### src/rtl/iob_vex_bus_arbiter.sv
// iob_vex_bus_arbiter
//   Shares one IOb native memory port between the VexRiscv instruction bus
//   (read-only) and data bus (read/write). Arbitrates, holds the grant while
//   the slave stalls, and remembers which requester issued each accepted read
//   so every response is routed back to its owner.
//
// Handshake: a request transfers in the cycle where m_valid & m_ready are both
//   high; the winning requester sees its ready in that same cycle
//   (combinational). Requesters hold valid and payload until ready. Read
//   responses (m_rvalid/m_rdata) carry no ready and arrive in issue order, at
//   least one cycle after acceptance.
//
// Ports:
//   clk, rst                      clock, synchronous active-high reset
//   ibus_valid/addr/ready         instruction request channel
//   ibus_rvalid/rdata             instruction read response
//   dbus_valid/addr/wdata/wstrb   data request channel (wstrb==0 -> read)
//   dbus_ready                    data request accepted
//   dbus_rvalid/rdata             data read response
//   m_valid/addr/wdata/wstrb      shared request to the memory slave
//   m_ready                       slave accepted the request
//   m_rvalid/rdata                slave read response
//   err                           sticky: response with no outstanding read
module iob_vex_bus_arbiter #(
  parameter int ADDR_W = 32,
  parameter int DATA_W = 32,
  parameter int MAX_RD = 2,
  parameter int RR     = 0
) (
  input  logic                  clk,
  input  logic                  rst,
  input  logic                  ibus_valid,
  input  logic [ADDR_W-1:0]     ibus_addr,
  output logic                  ibus_ready,
  output logic                  ibus_rvalid,
  output logic [DATA_W-1:0]     ibus_rdata,
  input  logic                  dbus_valid,
  input  logic [ADDR_W-1:0]     dbus_addr,
  input  logic [DATA_W-1:0]     dbus_wdata,
  input  logic [DATA_W/8-1:0]   dbus_wstrb,
  output logic                  dbus_ready,
  output logic                  dbus_rvalid,
  output logic [DATA_W-1:0]     dbus_rdata,
  output logic                  m_valid,
  output logic [ADDR_W-1:0]     m_addr,
  output logic [DATA_W-1:0]     m_wdata,
  output logic [DATA_W/8-1:0]   m_wstrb,
  input  logic                  m_ready,
  input  logic                  m_rvalid,
  input  logic [DATA_W-1:0]     m_rdata,
  output logic                  err
);

  localparam int PTR_W = (MAX_RD > 1) ? $clog2(MAX_RD) : 1;
  localparam int CNT_W = $clog2(MAX_RD + 1);
  localparam logic [PTR_W-1:0] PTR_LAST = PTR_W'(MAX_RD - 1);
  localparam logic [CNT_W-1:0] CNT_FULL = CNT_W'(MAX_RD);
  localparam logic SEL_IBUS = 1'b0;
  localparam logic SEL_DBUS = 1'b1;

  logic                   lock;
  logic                   owner;
  logic                   rr_last;
  logic [(1<<PTR_W)-1:0]  id_mem;
  logic [PTR_W-1:0]       wr_ptr;
  logic [PTR_W-1:0]       rd_ptr;
  logic [CNT_W-1:0]       count;
  logic                   err_q;

  logic sel;
  logic sel_valid;
  logic active;
  logic fifo_empty;
  logic fifo_full;
  logic pop;
  logic push;
  logic accept;
  logic head;

  function automatic logic [PTR_W-1:0] ptr_next(input logic [PTR_W-1:0] p);
    return (p == PTR_LAST) ? '0 : p + 1'b1;
  endfunction

  // Grant selection; a stalled request keeps its owner so the slave never
  // sees the payload change under a pending valid.
  always_comb begin
    sel = SEL_IBUS;
    if (lock) begin
      sel = owner;
    end else if (ibus_valid && dbus_valid) begin
      if (RR != 0) sel = ~rr_last;
      else         sel = SEL_DBUS;
    end else if (dbus_valid) begin
      sel = SEL_DBUS;
    end
  end

  assign sel_valid  = sel ? dbus_valid : ibus_valid;
  assign active     = sel_valid & ~rst;
  assign fifo_empty = (count == '0);
  assign pop        = m_rvalid & ~fifo_empty & ~rst;
  // A pop in the same cycle frees a slot, so a full FIFO can still take a push.
  assign fifo_full  = (count == CNT_FULL) & ~pop;
  assign m_valid    = active & ~fifo_full;
  assign accept     = m_valid & m_ready;

  // Payload is zeroed when nothing is requested so the idle port is quiet.
  assign m_addr  = active ? (sel ? dbus_addr : ibus_addr) : '0;
  assign m_wdata = (active && sel) ? dbus_wdata : '0;
  assign m_wstrb = (active && sel) ? dbus_wstrb : '0;

  assign ibus_ready = accept & ~sel;
  assign dbus_ready = accept & sel;

  assign push = accept & (m_wstrb == '0);
  assign head = id_mem[rd_ptr];

  assign ibus_rvalid = pop & ~head;
  assign dbus_rvalid = pop & head;
  assign ibus_rdata  = ibus_rvalid ? m_rdata : '0;
  assign dbus_rdata  = dbus_rvalid ? m_rdata : '0;
  assign err         = err_q;

  always_ff @(posedge clk) begin
    if (rst) begin
      lock    <= 1'b0;
      owner   <= SEL_IBUS;
      rr_last <= SEL_DBUS;
      id_mem  <= '0;
      wr_ptr  <= '0;
      rd_ptr  <= '0;
      count   <= '0;
      err_q   <= 1'b0;
    end else begin
      if (m_valid && !m_ready) begin
        lock  <= 1'b1;
        owner <= sel;
      end else if (accept) begin
        lock  <= 1'b0;
      end
      if (accept) rr_last <= sel;
      if (push) begin
        id_mem[wr_ptr] <= sel;
        wr_ptr         <= ptr_next(wr_ptr);
      end
      if (pop) rd_ptr <= ptr_next(rd_ptr);
      case ({push, pop})
        2'b10:   count <= count + 1'b1;
        2'b01:   count <= count - 1'b1;
        default: count <= count;
      endcase
      // A response with nothing outstanding is dropped and flagged.
      if (m_rvalid && fifo_empty) err_q <= 1'b1;
    end
  end

endmodule

### config.mk
export PLATFORM = sky130hd
export DESIGN_NAME = iob_vex_bus_arbiter
export DESIGN_NICKNAME = d
export VERILOG_FILES = /design/src/rtl/iob_vex_bus_arbiter.sv
export SDC_FILE = /design/constraint.sdc
export NUM_CORES = 1
export LEC_CHECK = 0
export CORE_AREA = 2 2 107 109
export CTS_BUF_LIST = sky130_fd_sc_hd__clkbuf_4 sky130_fd_sc_hd__clkbuf_8
export CTS_CLUSTER_DIAMETER = 30
export CTS_CLUSTER_SIZE = 12
export DETAILED_ROUTE_END_ITERATION = 16
export DIE_AREA = 0 0 109 111
export PLACE_DENSITY = 0.61
export SKIP_LAST_GASP = 1
export SLEW_MARGIN = 20
export SYNTH_ARGS = -nofsm -noshare
export SYNTH_HDL_FRONTEND = slang
export SYNTH_SLANG_ARGS = --single-unit
### constraint.sdc
create_clock -name clk -period 2.7 [get_ports clk]
set_input_delay 0.54 -clock clk [delete_from_list [all_inputs] [get_ports clk]]
set_output_delay 0.54 -clock clk [all_outputs]
set_load 0.05 [all_outputs]
# Word-level counts from Yosys, hierarchy flattened
# Cells that the tools add are included.
[word_totals] word_cells=64 ff_bits=9 ram_bits=0 memories=0 latchBits=0 romBits=0 out_inout_bits=138
[classes] add_sub_neg=4 muxes=20 mul=0 div_mod_pow=0 reduce_logical=10 order_cmp=3 bitwise_logic=17 shifts=0 n_eq_ne=3
[ops] op="32-bit 2-to-1 mux" n=5
[ops] op="1-bit bitwise AND" n=11
[ops] op="1-bit 2-to-1 mux" n=11
[ops] op="1-bit inverter" n=6
[ops] op="1-bit logical AND" n=5
[ops] op="2-bit == test (second input constant)" n=2
[ops] op="4-bit zero test" n=1
[ops] op="1-bit by 2-bit < comparator with 1-bit output (second input constant)" n=2
[ops] op="4-bit 2-to-1 mux" n=1
[ops] op="2-bit case mux with 2 select lines" n=1
[ops] op="2-bit nonzero test" n=2
[ops] op="1-bit adder (second input constant)" n=2
[ops] op="2-bit by 1-bit adder with 2-bit output (second input constant)" n=1
[ops] op="2-bit bitwise mux" n=1
[ops] op="2-bit by 1-bit == test with 1-bit output (second input constant)" n=1
[ops] op="2-bit zero test" n=1
[ops] op="2-bit by 1-bit subtractor with 2-bit output (second input constant)" n=1
[ops] op="1-bit demux with 1-bit select" n=1
[ops] op="1-bit greater-or-equal comparator (second input constant)" n=1
[ops] op="1-bit zero test" n=1

# Logic depth before layout (Yosys ltp)
# Gate-level depths: netlist of the first run.
[logic_depth] depth_word=12 depth_mapped=9 depth_no_buf=7

# Worst setup path after synthesis of the first run
# OpenSTA, ideal clock, no wires.
[synth_path] kind="input port to output port" start="input port dbus_valid" end="output port m_addr[10]" slack_ns=0.269 path_buffers=1 arrival_time_ns=1.891 cell_stages=4 cell_sequence="mux2i_1 buf_2 nand2_1 a21oi_1"
[synth_between] elab_chain_cells=6 elab_cells_between_ends=8 cone_classes="mux: 6; bitwise: 1; reduce/logical: 1"
[synth_rtl] item="from (decl)" line="37" text="input logic dbus_valid,"
[synth_rtl] item="1-bit 2-to-1 mux or 1-bit logical AND (tied branches)" line="93, 90"
[synth_rtl] item="1-bit 2-to-1 mux" line="90" text="end else if (ibus_valid && dbus_valid) begin"
[synth_rtl] item="1-bit 2-to-1 mux" line="88" text="if (lock) begin"
[synth_rtl] item="1-bit 2-to-1 mux" line="98" text="assign sel_valid = sel ? dbus_valid : ibus_valid;"
[synth_rtl] item="1-bit bitwise AND" line="99" text="assign active = sel_valid & ~rst;"
[synth_rtl] item="32-bit 2-to-1 mux *" line="108" text="assign m_addr = active ? (sel ? dbus_addr : ibus_addr) : '0;"
[synth_rtl] item="to (decl)" line="45" text="output logic [ADDR_W-1:0] m_addr,"
# Every way passes the cells marked *; elsewhere a longest branch is shown, timed or not.

# Final worst setup path of the first run
[layout_path] start="input port m_rvalid" end="output port dbus_rdata[18]"
[layout_between] elab_chain_cells=4
[layout_rtl] item="from (decl)" line="49" text="input logic m_rvalid,"
[layout_rtl] item="1-bit bitwise AND (2 in a row)" line="101" text="assign pop = m_rvalid & ~fifo_empty & ~rst;"
[layout_rtl] item="1-bit bitwise AND" line="119" text="assign dbus_rvalid = pop & head;"
[layout_rtl] item="32-bit 2-to-1 mux" line="121" text="assign dbus_rdata = dbus_rvalid ? m_rdata : '0;"
[layout_rtl] item="to (decl)" line="43" text="output logic [DATA_W-1:0] dbus_rdata,"
# No other way between the ends.

==> results.md, run 1 <==
* Status: complete, no violations
* Slew Limit Fails at 0
* Peak Freq at about 0.39 GHz
* GP Congestion at 0.845
* Commonest non-fill, non-tap cells in the layout: clkdlybuf4s50_1, buf_12, and3_1, nand2_1, buf_4
* Pre-antenna DRT Iters at 4
* Average vias per placed instance at 4.35
* Initial Util at 0.150
* Pwr dens at 224 nW/µm²
* Setup crit end: dbus_rdata[18]
* Seq/Total Area, Yosys at 0.109
* Final ANT Viol Nets at 0
* Final worst path period need at between 2 and 3 ns
* Asr flop ratio synth at 0
* Clk slew on worst S/H paths at 0.04 ns
* R2r setup slk at approximately 0.57 ns
* N_diodes at 0
* Hold Violations, Final at 0
* Share of cells above drive strength 1 at 0.303
* WL per Instance at 14.7 µm
* Skew-Pair Late Insertion Delay at between 0.2 and 0.25 ns
* Peak supply drop at about 0.12 mV
* Nets at between 600 and 700
* Stages on the worst setup path at 6
* All-Layer GR Usage at 0.160
* Placed wire-length estimate at 8.61 mm
* Mux contribution to synthesized area at 0.0310
* Mean post-synth cell area at about 5.9 µm²
* GRT overflow at 0
* H-tree levels at 1
* Worst-Margin Slew at just over 0.5 ns
* CTS tree: built
* Number of I/O pins at approximately 280
* Die width at 109 µm
* Slowest CP cell: clkdlybuf4s50_1
* Post-synthesis xor/xnor area fraction at 0.0159
* Overall power at roughly 0.0013 W
* DRT iter0 DRCs at roughly 140
* Final Worst Setup Slack at around 0.11 ns
* FF-to-FF Start: lock
* Final worst-path cycle share at 0.959
* Post-DP Area at 5620 µm²
* Clock tree buffer depth at 2
* CP top delay family: buffers and inverters
* Max cap viols at 0
* Leading cell type in the layout, fill and taps excluded: clkdlybuf4s50_1
* Clock Skew at ~0.0018 ns
* Worst Setup End Kind: output pin
* CP arrival at 2.05 ns
* CP startpoint: m_rvalid
* Worst-case reg-to-reg path depth at 7
* Main combinational cell family by area after synthesis: simple AND/OR/NAND/NOR gates
* Clock Root Buffer: clkbuf_8
* Cts hold-fix bufs at 0
* Slowest cell delay on critical path at 0.50 ns
* Critical path startpoint category: input port
* Setup CP Type: input port to output pin
* First-pass GRT wire length at approximately 15 mm
* EDFF count, synth at 0
* Synth Area in Adders at 0.00755
* FP Rows at 39
* Post-layout util at 0.513
* CTS Buf Count at 3
* Leakage at 2.56 nW
* Synth Flop Type: dfxtp_1
* Largest net degree at the start of global routing at 38
* Reg-to-reg endpoint: count[1]
* Netlist cell types at 34
* Hold path start: err
* Worst-path maximum fanout at 17
* Synth Register Bits at 9
* CTS Sinks at 9
* Synth Area in Simple Gates at 0.585
* Initial antenna violation count at 0
* Setup WS pre-CTS at between 0.02 and 0.025 ns
* Post-Syn Instances at 279
* Cells along the critical path: clkdlybuf4s50_1, o21ai_1, nor3_2, buf_4, and2_1, buf_12
* Yosys warning count at 0
* Synthesized area at 1660 µm²
* Via count at 2,996
* Worst path bufs/invs at 3
* Vias in the first global route at between 2k and 3k
* Syn nets at 418
* Area Overhead vs Synth at 243%
* Port Buf Inserts at roughly 280
* Die Span Y at approximately 110 µm
* Min-delay worst type: register to register
* Final wirelength at 10.1 mm
* DRC at 0
* Setup bufs post-CTS at 0
* Setup Viol. Count Final at 0
* Final non-filler cell area at around 5700 µm²
* Area of the core at approximately 11,000 µm²
* Critical Path RT at ~2.2 ns
* Full die area at approximately 12,000 µm²
* Compound-Gate Fraction of Synth Area at 0.173
* Slew HR at 0.659
## sequential cells by signal (all words and copies together) (netlist names)
name    count
rd_ptr      1
wr_ptr      1
lock        1
count       2
err         1
owner       1
id_mem      2
## area by class of cell
class	count	area, µm²
Inverter	2	7.51
Sequential cell	9	180
Timing Repair Buffer	291	3900
Multi-Input combinational cell	239	1370
Tap cell	143	179
Fill cell	1024	5400
Clock buffer	4	48.8
## power by group
group	switching [W]	internal, W	total [W]
clock network	0.0000539	0.000113	0.000167
logic	0.000489	0.000458	0.000946
registers	0.0000149	0.000144	0.000159
total	0.000558	0.000714	0.00127
## metrics by stage
stage / setup TNS [ns] / cells / hold WS (ns)
floorplan: 0 / 279 / 0.466
global placement: 0 / 684 / 0.458
detailed placement: 0 / 684 / 0.475
CTS: 0 / 688 / 0.485
global route: -0.00123 / 688 / 0.511
finish: 0 / 688 / 0.481
## worst min path at each step
stage	endpoint	slack (ns)	cells past startpoint
6_report	err	0.48	2
5_1_grt	err	0.51	2
4_1_cts	err	0.48	2
3_5_place_dp	err	0.47	2
3_3_place_gp	err	0.46	2
2_1_floorplan	id_mem[0]	0.47	2
## per-layer routing
layer	vias to the layer above	routed length, µm	global-route usage
li1	1486	-	-
met1	1342	3490	0.166
met2	157	5530	0.307
met3	11	972	0.0447
met4	0	138	0.0385
met5	-	0	0
## kinds of logic (layout without fill, tap and decap cells)
kind of cell	Yosys count	in the layout
AOI/OAI and AO/OA	48	48
muxes	5	5
and+or+nand+nor	182	182
DFF	9	9
buffers and inverters	31	297
adders and majority gates	1	1
xor gates and xnor gates	3	3
## tightest hold or removal path: cells and delay by family (launching register included)
kind | cells | cell delay (ns)
DFF | 1 | 0.33
AOI/OAI and AO/OA | 1 | 0.04
and+or+nand+nor | 1 | 0.07
## Yosys cell counts (2+ instances only)
| cell | instances | area [µm²] |
|---|---|---|
| and3_1 | 70 | 438 |
| nand2_1 | 64 | 240 |
| a21oi_1 | 35 | 175 |
| and2_1 | 33 | 206 |
| clkbuf_1 | 18 | 67.6 |
| dfxtp_1 | 9 | 180 |
| buf_2 | 7 | 35.0 |
| nor2_1 | 6 | 22.5 |
| mux2i_1 | 4 | 40.0 |
| a211oi_2 | 2 | 25.0 |
| a31oi_1 | 2 | 12.5 |
| buf_1 | 2 | 7.51 |
| inv_1 | 2 | 7.51 |
| nand2b_1 | 2 | 12.5 |
| o21ai_0 | 2 | 10.0 |
| or3_1 | 2 | 12.5 |
| xor2_1 | 2 | 17.5 |
## repair_timing
item / in CTS / in global routing
endpoints found under the hold margin: 0 / 0
resized for setup: 0 / 4
endpoints found under the setup margin: 0 / 38
Note: power is estimated with default switching activity, not from simulation.
==> run 2: changes to the inputs <==
--- a/config.mk
+++ b/config.mk
@@ -13,7 +13,7 @@
 export DIE_AREA = 0 0 109 111
 export PLACE_DENSITY = 0.61
 export SKIP_LAST_GASP = 1
-export SLEW_MARGIN = 20
+export SLEW_MARGIN = 30
 export SYNTH_ARGS = -nofsm -noshare
 export SYNTH_HDL_FRONTEND = slang
 export SYNTH_SLANG_ARGS = --single-unit
==> results of run 2 <==
Same layout as run 1: the final DEF is identical, and so are final timing and power.
